**src/rtl/relay_pkg.sv**
```systemverilog
// Shared types and helpers for the relay receive path.
// Optional parity support elsewhere is selected with RELAY_RX_PARITY_EN.
package relay_pkg;

    typedef enum logic [2:0] {
        IDLE,
        START,
        DATA,
        PARITY,
        STOP
    } relay_state_e;

    localparam int DEFAULT_SAMPLES_PER_BIT = 32;

    // Width that holds every value 0..spb, so the ones counter never wraps.
    function automatic int slicer_cnt_width(input int spb);
        return $clog2(spb + 1);
    endfunction

endpackage

```
**src/rtl/relay_bit_slicer.sv**
```systemverilog
// Majority-vote bit slicer: votes over SAMPLES_PER_BIT consecutive samples and
// pulses bit_valid the cycle after the last sample; clear restarts the window.
module relay_bit_slicer
    import relay_pkg::*;
#(
    parameter int SAMPLES_PER_BIT = DEFAULT_SAMPLES_PER_BIT
) (
    input  logic clk,
    input  logic reset,
    input  logic clear,
    input  logic sample_in,
    output logic bit_out,
    output logic bit_valid
);

    localparam int CW = slicer_cnt_width(SAMPLES_PER_BIT);
    localparam logic [CW-1:0] LAST_SAMPLE = CW'(SAMPLES_PER_BIT - 1);
    localparam logic [CW-1:0] HALF        = CW'(SAMPLES_PER_BIT / 2);

    logic [CW-1:0] sample_cnt;
    logic [CW-1:0] ones_cnt;
    logic [CW-1:0] ones_next;

    assign ones_next = ones_cnt + CW'(sample_in);

    // The window restarts on the edge that closes the previous one, so the
    // sample presented during the bit_valid cycle is sample 0 of the next bit.
    always_ff @(posedge clk) begin
        if (reset || clear) begin
            sample_cnt <= '0;
            ones_cnt   <= '0;
            bit_out    <= 1'b0;
            bit_valid  <= 1'b0;
        end else begin
            bit_valid <= 1'b0;
            if (sample_cnt == LAST_SAMPLE) begin
                bit_out    <= (ones_next > HALF);
                bit_valid  <= 1'b1;
                sample_cnt <= '0;
                ones_cnt   <= '0;
            end else begin
                sample_cnt <= sample_cnt + CW'(1);
                ones_cnt   <= ones_next;
            end
        end
    end

endmodule

```
**src/rtl/relay_rx_sequencer.sv**
```systemverilog
// Frame sequencer for the relay receive path: start, LSB-first data, optional
// even parity (RELAY_RX_PARITY_EN), stop; completed bytes go to a holding register.
module relay_rx_sequencer
    import relay_pkg::*;
#(
    parameter int SAMPLES_PER_BIT = DEFAULT_SAMPLES_PER_BIT,
    parameter int DATA_BITS       = 8
) (
    input  logic                 clk,
    input  logic                 reset,
    input  logic                 enable,
    input  logic                 data_in,
    output logic [DATA_BITS-1:0] frame_data,
    output logic                 frame_valid,
    input  logic                 frame_ready,
    output logic                 overrun,
    output logic                 frame_err,
    output logic                 parity_err,
    output logic                 busy
);

    localparam int IDXW = (DATA_BITS > 1) ? $clog2(DATA_BITS) : 1;
    localparam logic [IDXW-1:0] LAST_IDX = IDXW'(DATA_BITS - 1);

    relay_state_e          state;
    relay_state_e          next_state;
    relay_state_e          restart_state;
    logic [IDXW-1:0]       bit_idx;
    logic [DATA_BITS-1:0]  shift_reg;
    logic                  slicer_clear;
    logic                  bit_out;
    logic                  bit_valid;
    logic                  stop_done;
    logic                  good_q;
    logic                  parity_bad;

    relay_bit_slicer #(
        .SAMPLES_PER_BIT(SAMPLES_PER_BIT)
    ) u_slicer (
        .clk       (clk),
        .reset     (reset),
        .clear     (slicer_clear),
        .sample_in (data_in),
        .bit_out   (bit_out),
        .bit_valid (bit_valid)
    );

    // Leaving a frame on a 1 sample treats that sample as the next start bit.
    assign restart_state = data_in ? START : IDLE;
    assign stop_done     = enable && (state == STOP) && bit_valid;
    assign busy          = (state != IDLE);

    always_comb begin
        next_state = state;
        case (state)
            IDLE:   if (data_in) next_state = START;
            START:  if (bit_valid) next_state = bit_out ? DATA : restart_state;
            DATA: begin
                if (bit_valid && (bit_idx == LAST_IDX)) begin
`ifdef RELAY_RX_PARITY_EN
                    next_state = PARITY;
`else
                    next_state = STOP;
`endif
                end
            end
            PARITY: if (bit_valid) next_state = STOP;
            STOP:   if (bit_valid) next_state = restart_state;
            default: next_state = IDLE;
        endcase
        if (!enable) next_state = IDLE;
    end

    assign slicer_clear = (next_state == IDLE);

    always_ff @(posedge clk) begin
        if (reset) begin
            state     <= IDLE;
            bit_idx   <= '0;
            shift_reg <= '0;
        end else begin
            state <= next_state;
            if (state != DATA) begin
                bit_idx <= '0;
            end else if (bit_valid) begin
                shift_reg[bit_idx] <= bit_out;
                bit_idx            <= bit_idx + IDXW'(1);
            end
        end
    end

`ifdef RELAY_RX_PARITY_EN
    // Even parity: the parity bit must equal the XOR of the data bits.
    always_ff @(posedge clk) begin
        if (reset) begin
            parity_bad <= 1'b0;
            parity_err <= 1'b0;
        end else begin
            if (state == START) parity_bad <= 1'b0;
            else if (state == PARITY && bit_valid) parity_bad <= (bit_out != ^shift_reg);
            parity_err <= stop_done && parity_bad;
        end
    end
`else
    assign parity_bad = 1'b0;
    assign parity_err = 1'b0;
`endif

    // Holding register: a byte transfers on any edge where frame_valid and
    // frame_ready are both high; frame_data is frozen while valid waits.
    always_ff @(posedge clk) begin
        if (reset) begin
            good_q      <= 1'b0;
            frame_err   <= 1'b0;
            frame_data  <= '0;
            frame_valid <= 1'b0;
            overrun     <= 1'b0;
        end else begin
            good_q    <= stop_done && !bit_out && !parity_bad;
            frame_err <= stop_done && bit_out;
            if (good_q && (!frame_valid || frame_ready)) begin
                frame_data  <= shift_reg;
                frame_valid <= 1'b1;
            end else if (frame_valid && frame_ready) begin
                frame_valid <= 1'b0;
            end
            if (good_q && frame_valid && !frame_ready) overrun <= 1'b1;
        end
    end

endmodule

```
**config.mk**
```make
export PLATFORM = sky130hd
export DESIGN_NAME = relay_rx_sequencer
export DESIGN_NICKNAME = d
export VERILOG_FILES = /design/src/rtl/relay_pkg.sv /design/src/rtl/relay_bit_slicer.sv /design/src/rtl/relay_rx_sequencer.sv
export SDC_FILE = /design/constraint.sdc
export NUM_CORES = 1
export LEC_CHECK = 0
export BUFFER_PORTS_ARGS = -buffer_cell sky130_fd_sc_hd__buf_2
export CAP_MARGIN = 20
export CORE_UTILIZATION = 44
export CTS_CLUSTER_SIZE = 20
export DETAILED_ROUTE_END_ITERATION = 8
export PLACE_DENSITY = 0.73
export SLEW_MARGIN = 10
export SYNTH_ARGS = -nofsm -noshare
export SYNTH_HDL_FRONTEND = slang
export SYNTH_SLANG_ARGS = --single-unit
```
**constraint.sdc**
```tcl
create_clock -name clk -period 1.8 [get_ports clk]
set_input_delay 0.36 -clock clk [delete_from_list [all_inputs] [get_ports clk]]
set_output_delay 0.36 -clock clk [all_outputs]
set_load 0.02 [all_outputs]
```
== After elaboration in Yosys (flattened, before gate mapping) ==
Cells that the tools add are included.

* Bits in registers: 40
* Input port bits: 5
* Output and inout port bits: 13
* Word-level logic and storage cells: 63

* Add/subtract/negate cells: 3
* Order comparisons: 3
* Equality and inequality tests: 7
* Muxes and demuxes: 15
* Bitwise logic cells: 1
* Reduce and logical (&&, ||, !) cells: 22

{| class="wikitable"
|+ Operator list
! kind !! number
|-
| 2-to-1 mux 3 bit || 6
|-
| one-hot mux 3 bit (5 select lines) || 1
|-
| logical AND 1 bit || 10
|-
| bitwise mux 8 bit || 1
|-
| adder 6 x 1 -> 6 bit || 1
|-
| adder 6 x 1 -> 6 bit (second input constant) || 1
|-
| == test 3 x 2 -> 1 bit (second input constant) || 2
|-
| == test 3 bit (second input constant) || 2
|-
| == test 6 x 5 -> 1 bit (second input constant) || 1
|-
| greater-than comparator 6 x 5 -> 1 bit (second input constant) || 1
|-
| logical NOT 3 bit || 2
|-
| 2-to-1 mux 1 bit || 5
|-
| < comparator 3 x 4 -> 1 bit (second input constant) || 1
|-
| OR reduction 2 bit || 2
|-
| adder 3 x 1 -> 3 bit (second input constant) || 1
|-
| demux 1 bit (select 3 bit) || 1
|-
| == test 3 x 1 -> 1 bit (second input constant) || 1
|-
| greater-or-equal comparator 3 x 1 -> 1 bit (second input constant) || 1
|-
| logical NOT 1 bit || 3
|-
| != test 3 x 2 -> 1 bit (second input constant) || 1
|-
| nonzero test 3 bit || 1
|-
| logical OR 1 bit || 2
|-
| 2-to-1 mux 2 bit || 1
|-
| AND reduction 2 bit || 1
|-
| 2 further kinds || 2
|}

== Longest topological paths before layout ==
* Depth after elaboration: 8
* Gate-level depth with buffers: 6
* Mapped depth without buffers: 6

== By module ==
A second synthesis with hierarchy kept.

* Cell total of the unflattened synthesis: 194
* Area, all modules: 1755.4 um^2

{| class="wikitable"
|+ Modules (own cells, without submodules)
! module !! instances !! cells an instance !! area each (um^2) !! seq. area each (um^2)
|-
| relay_rx_sequencer || 1 || 127 || 1144.8 || 520.5
|-
| relay_bit_slicer || 1 || 67 || 610.6 || 280.3
|}

== Worst setup path before layout ==
No wires, ideal clock.

* Path kind: input port to flip-flop
* Start: in data_in
* End: reg u_slicer.bit_out
* Setup time: 135 ps
* Arrival: 1465 ps
* Data required time: 1665 ps
* Slack: 199 ps
* Cell stages on the path: 5
* Path buffers: 0
* Cells stage by stage: ha_1 -> ha_1 -> o41a_1 -> o221ai_1 -> a311oi_1

* Word-level cells in the longest chain between the ends: 7
* Elaborated cells on any way between the ends: 11
* Classes of those cells: add/sub: 1; order compare: 1; mux: 7; reduce/logical: 2

{| class="wikitable"
|+ RTL lines
! element !! RTL line !! source
|-
| start: declaration || relay_rx_sequencer.sv:12 || <nowiki>input logic data_in,</nowiki>
|-
| parallel branches: the longest is 7 deep, another holds adder 6 x 1 -> 6 bit || -- ||
|-
| end signal: assignment || relay_bit_slicer.sv:37 || <nowiki>bit_out <= (ones_next > HALF);</nowiki>
|-
| end: declaration || relay_bit_slicer.sv:12 || <nowiki>output logic bit_out,</nowiki>
|}

Parallel ways; which one is timed is not known.
A chain may end at the register's enable or synchronous reset.

== Final worst setup path ==
* Start: reg state[1]
* End: out busy

* Word-level cells in the longest chain between the ends: 1

{| class="wikitable"
|+ RTL lines
! element !! RTL line !! source
|-
| start: declaration || relay_rx_sequencer.sv:25 || <nowiki>relay_state_e state;</nowiki>
|-
| start signal: assignment || relay_rx_sequencer.sv:82 || <nowiki>state <= next_state;</nowiki>
|-
| nonzero test 3 bit || relay_rx_sequencer.sv:51 || <nowiki>assign busy = (state != IDLE);</nowiki>
|-
| end: declaration || relay_rx_sequencer.sv:19 || <nowiki>output logic busy</nowiki>
|}

No other way between the ends.

==> results by stage <==
Outcome:
- The flow ran to the end, and the final reports show no timing, DRC or antenna violations.

Drt:
- The number of vias per cell is 5.078.
- The number of nets with antenna violations after detailed routing is 0.
- The number of iterations in the first detailed-routing pass is 3.
- The detail-routed net length per standard cell is about 11 um.
- The starting DRC count in detailed routing is around 130.
- The total vias in the final route is approximately 1300.
- The count of unresolved DRC violations after routing is 0.
- The total detailed-routing wirelength is ~2900 um.

Logic synthesis:
- After technology mapping, the gate count stands at 189.
- The mean cell area of the mapped netlist is approximately 9.2 um^2.
- After synthesis, the share of flip-flops with an asynchronous set or reset is 0.
- After synthesis the netlist holds a flip-flop and latch count of 40.
- The xor and xnor fraction of the mapped netlist area is 0.04513.
- Of the synthesized area, sequential elements account for 0.4585.
- The dominant combinational cell family by area after synthesis is simple AND/OR/NAND/NOR gates.
- Yosys mapped the design onto 41 distinct sky130hd cell types.
- The fraction of the mapped netlist area in compound gates is 0.07020.
- Yosys mapped a number of flops with a built-in enable equal to 0.
- The Yosys warning count is 0.
- Of the total synthesized cell area, the portion taken by AND, OR, NAND and NOR gates is 0.2321.
- The share of synthesized cell area in full adder, half adder and majority cells is 0.03582.
- The cell area that synthesis handed to floorplanning was around 1700 um^2.
- The flip-flop cell with the highest count after synthesis is sky130_fd_sc_hd__dfxtp_1.
- The mux contribution to synthesized area is 0.1032.
- When the netlist entered floorplanning its net count stood at slightly below 200.

Hold path:
- The path class of the tightest hold or removal check is primary input to flop.

Cells and area:
- The net count of the finished layout is 219.
- 0 antenna diodes ended up in the layout.
- The fraction of final layout cells with drive strength greater than 1 is 0.1667.
- The filler cell count in the final layout is roughly 360.
- In the layout the commonest cells are sky130_fd_sc_hd__nor2_1 (43), sky130_fd_sc_hd__dfxtp_1 (40), sky130_fd_sc_hd__mux2i_1 (18), sky130_fd_sc_hd__buf_2 (16), sky130_fd_sc_hd__buf_4 (8).
- The most common cell after layout, fill and taps aside is sky130_fd_sc_hd__nor2_1.
- The area growth from synthesis to layout is 13.83%.

STA:
- The worst-case clock skew is slightly above 0.009 ns.
- The final number of hold-violating endpoints is 0.
- The minimum period implied by the final worst setup slack is approximately 1.7 ns.
- The max-slew violation count is 0.
- Static timing analysis puts the maximum clock frequency at 592.8 MHz.
- The final cycle utilization of the critical path is 0.9372.
- Setup violations remaining at the end of the flow were counted as 0.
- Setup repair after global routing left no endpoint under its margin.
- The sum of negative setup slack is 0 ns.

Floorplan:
- The floorplan has 22 rows.
- Measured along the y axis, the die boundary spans 65.01 um.
- The die span in x is ~65 um.
- The area of the core is roughly 3700 um^2.
- The initial cell density of the core is 0.4666.
- The die covers about 4200 um^2.
- The number of ports placed on the die boundary is 18.

Critical path:
- The peak per-stage delay on the critical path is ~0.37 ns.
- The arrival time of the worst setup path is around 1.3 ns.
- The required time at the endpoint of the critical path is around 1.4 ns.
- The worst setup path is launched from a flop.
- The critical path is of the flop to output pin type.
- The library cell contributing the largest single delay on the critical path is sky130_fd_sc_hd__or3_1.
- Counting both buffers and inverters, the worst setup path holds a total of 2.
- STA classifies the critical path endpoint as an output pin.
- The peak fanout along the critical path is 9.
- The cell family contributing the most delay on the critical path is simple AND/OR/NAND/NOR gates.
- Traced cell by cell, the critical path runs through buf_4 > or3_1 > buf_2.

Clocking:
- The number of sinks driven by the clock tree is 40.
- The clock tree root driver cell is sky130_fd_sc_hd__clkbuf_8.
- After clock tree synthesis, the clock-pin slew on the worst setup and hold paths is 0.08 ns.
- The buffers inserted during post-CTS setup optimization is 0.
- The source-to-sink clock delay at the later pin of the worst-skew pair is around 0.29 ns.
- The CTS tree is built.
- The number of resized instances in the post-cts repair step is 0.
- The number of buffers created by CTS is 5.
- For this design, the CTS-stage hold fixing added 0 buffers.
- The number of buffers on the longest clock path is 2.
- The number of H-tree branching levels is 2.

Pwr:
- In this run the static leakage power is 0.8183 nW.
- The internal portion of the total power is 1.318 mW.
- The clock group share of total power is 0.430.
- The power per cell area is just over 800 nW/um^2.
- The share of total power dissipated in sequential elements is 0.540.
- Of the total power, the share spent switching nets is 0.2031.
- The switching power is between 0.3 and 0.4 mW.
- The maximum resistive drop on vdd is around 460 uV.
- The total power consumption of the routed design is roughly 1.7 mW.
- The share of total power dissipated in combinational logic is 0.030.

Placed design:
- The count of input and output buffers is 16.
- The HPWL after detailed placement is between 1500 and 2000 um.
- The final weighted congestion of routability-driven global placement is between 0.7 and 0.8.

Global routing:
- The initial antenna violation count is 0.
- The wire length of the first global-routing pass is between 5000 and 6000 um.
- Entering global routing, the biggest net connects 20 pins.
- The via count of the first global-routing pass is between 1000 and 1500.
- After global routing the overflow that remains totals 0.
- The combined global-route utilization of all metal layers is 0.1581.

Job:
- The number of violations of the max-capacitance limit is 0.
## area by class of cell
cell class                 instances  area [um^2]  share of cell area
inverter                           7        26.28             0.01322
clock inverter                     2        35.03             0.01762
timing repair buffer              24        140.1             0.07048
tap                               48        60.06             0.03021
clock buffer                       6        72.57             0.03650
sequential                        40        800.8              0.4028
multi-input combinational        131        853.3              0.4292
## power by group through the flow
| stage | registers, mW | logic, mW | clock network, mW |
|---|---|---|---|
| 4_1_cts | 0.893 | 0.0496 | 0.728 |
| 2_1_floorplan | 0.910 | 0.0386 | 0 |
| 3_5_place_dp | 0.914 | 0.0493 | 0 |
| 6_report | 0.893 | 0.0493 | 0.711 |
| 5_1_grt | 0.893 | 0.0559 | 0.770 |
| 3_3_place_gp | 0.914 | 0.0480 | 0 |
## kinds of logic after synthesis
| kind of cell | count (synthesis) |
|---|---|
| muxes | 18 |
| adders and majority gates | 5 |
| xor gates and xnor gates | 9 |
| and+or+nand+nor | 81 |
| other | 1 |
| AOI/OAI and AO/OA | 17 |
| DFF | 40 |
| buffers and inverters | 18 |
## routing by layer
metal,GRT usage,vias to the layer above,part of all wire
met3,0.03697,8,0.029
met2,0.2305,17,0.41
li1,-,681,-
met1,0.2106,604,0.53
met4,0.09167,0,0.027
met5,0,-,0
## final timing paths
check                                           end  cells after the start  slack (ns)                         startpoint
hold reg to reg   u_slicer.sample_cnt[0]$_SDFF_PP0_                      1        0.45  u_slicer.sample_cnt[0]$_SDFF_PP0_
setup / recovery                               busy                      3        0.11                state[1]$_SDFF_PP0_
setup reg to reg      u_slicer.bit_out$_SDFFE_PP0P_                      5        0.24    u_slicer.ones_cnt[0]$_SDFF_PP0_
hold / removal             frame_valid$_SDFFE_PP0P_                      4        0.35                        frame_ready
## through the flow
stage | setup slack, ns | hold WS, ns | instances | util | instance area (um^2)
2_1_floorplan | 0.1993 | 0.4176 | 189 | - | 1747
3_3_place_gp | 0.06487 | 0.4309 | 250 | 0.5023 | 1881
3_5_place_dp | 0.03214 | 0.4420 | 250 | 0.5023 | 1881
4_1_cts | 0.1125 | 0.3514 | 258 | 0.5311 | 1988
5_1_grt | 0.07322 | 0.3767 | 258 | 0.5311 | 1988
6_report | 0.1131 | 0.3517 | 258 | 0.5311 | 1988
## cell usage after synthesis (all sizes together), types with 2 or more instances
cell type | count | area share
dfxtp | 40 | 0.46
nor2b | 3 | 0.011
nand2 | 7 | 0.015
and3 | 2 | 0.0072
mux2i | 18 | 0.10
o21ai | 2 | 0.0057
nor3 | 5 | 0.014
nand2b | 3 | 0.011
ha | 5 | 0.036
nor3b | 2 | 0.0086
or3 | 2 | 0.0072
a21oi | 5 | 0.014
nand3 | 5 | 0.014
nor2 | 43 | 0.092
nand4 | 3 | 0.011
buf | 9 | 0.034
inv | 7 | 0.015
clkbuf | 2 | 0.0043
xor2 | 4 | 0.020
xnor2 | 5 | 0.025
## worst min-delay path: cells and delay by family
kind	cells	cell delay [ns]
simple gates	3	0.17
buf+inv	1	0.08
Power figures use the tool's default switching activity.
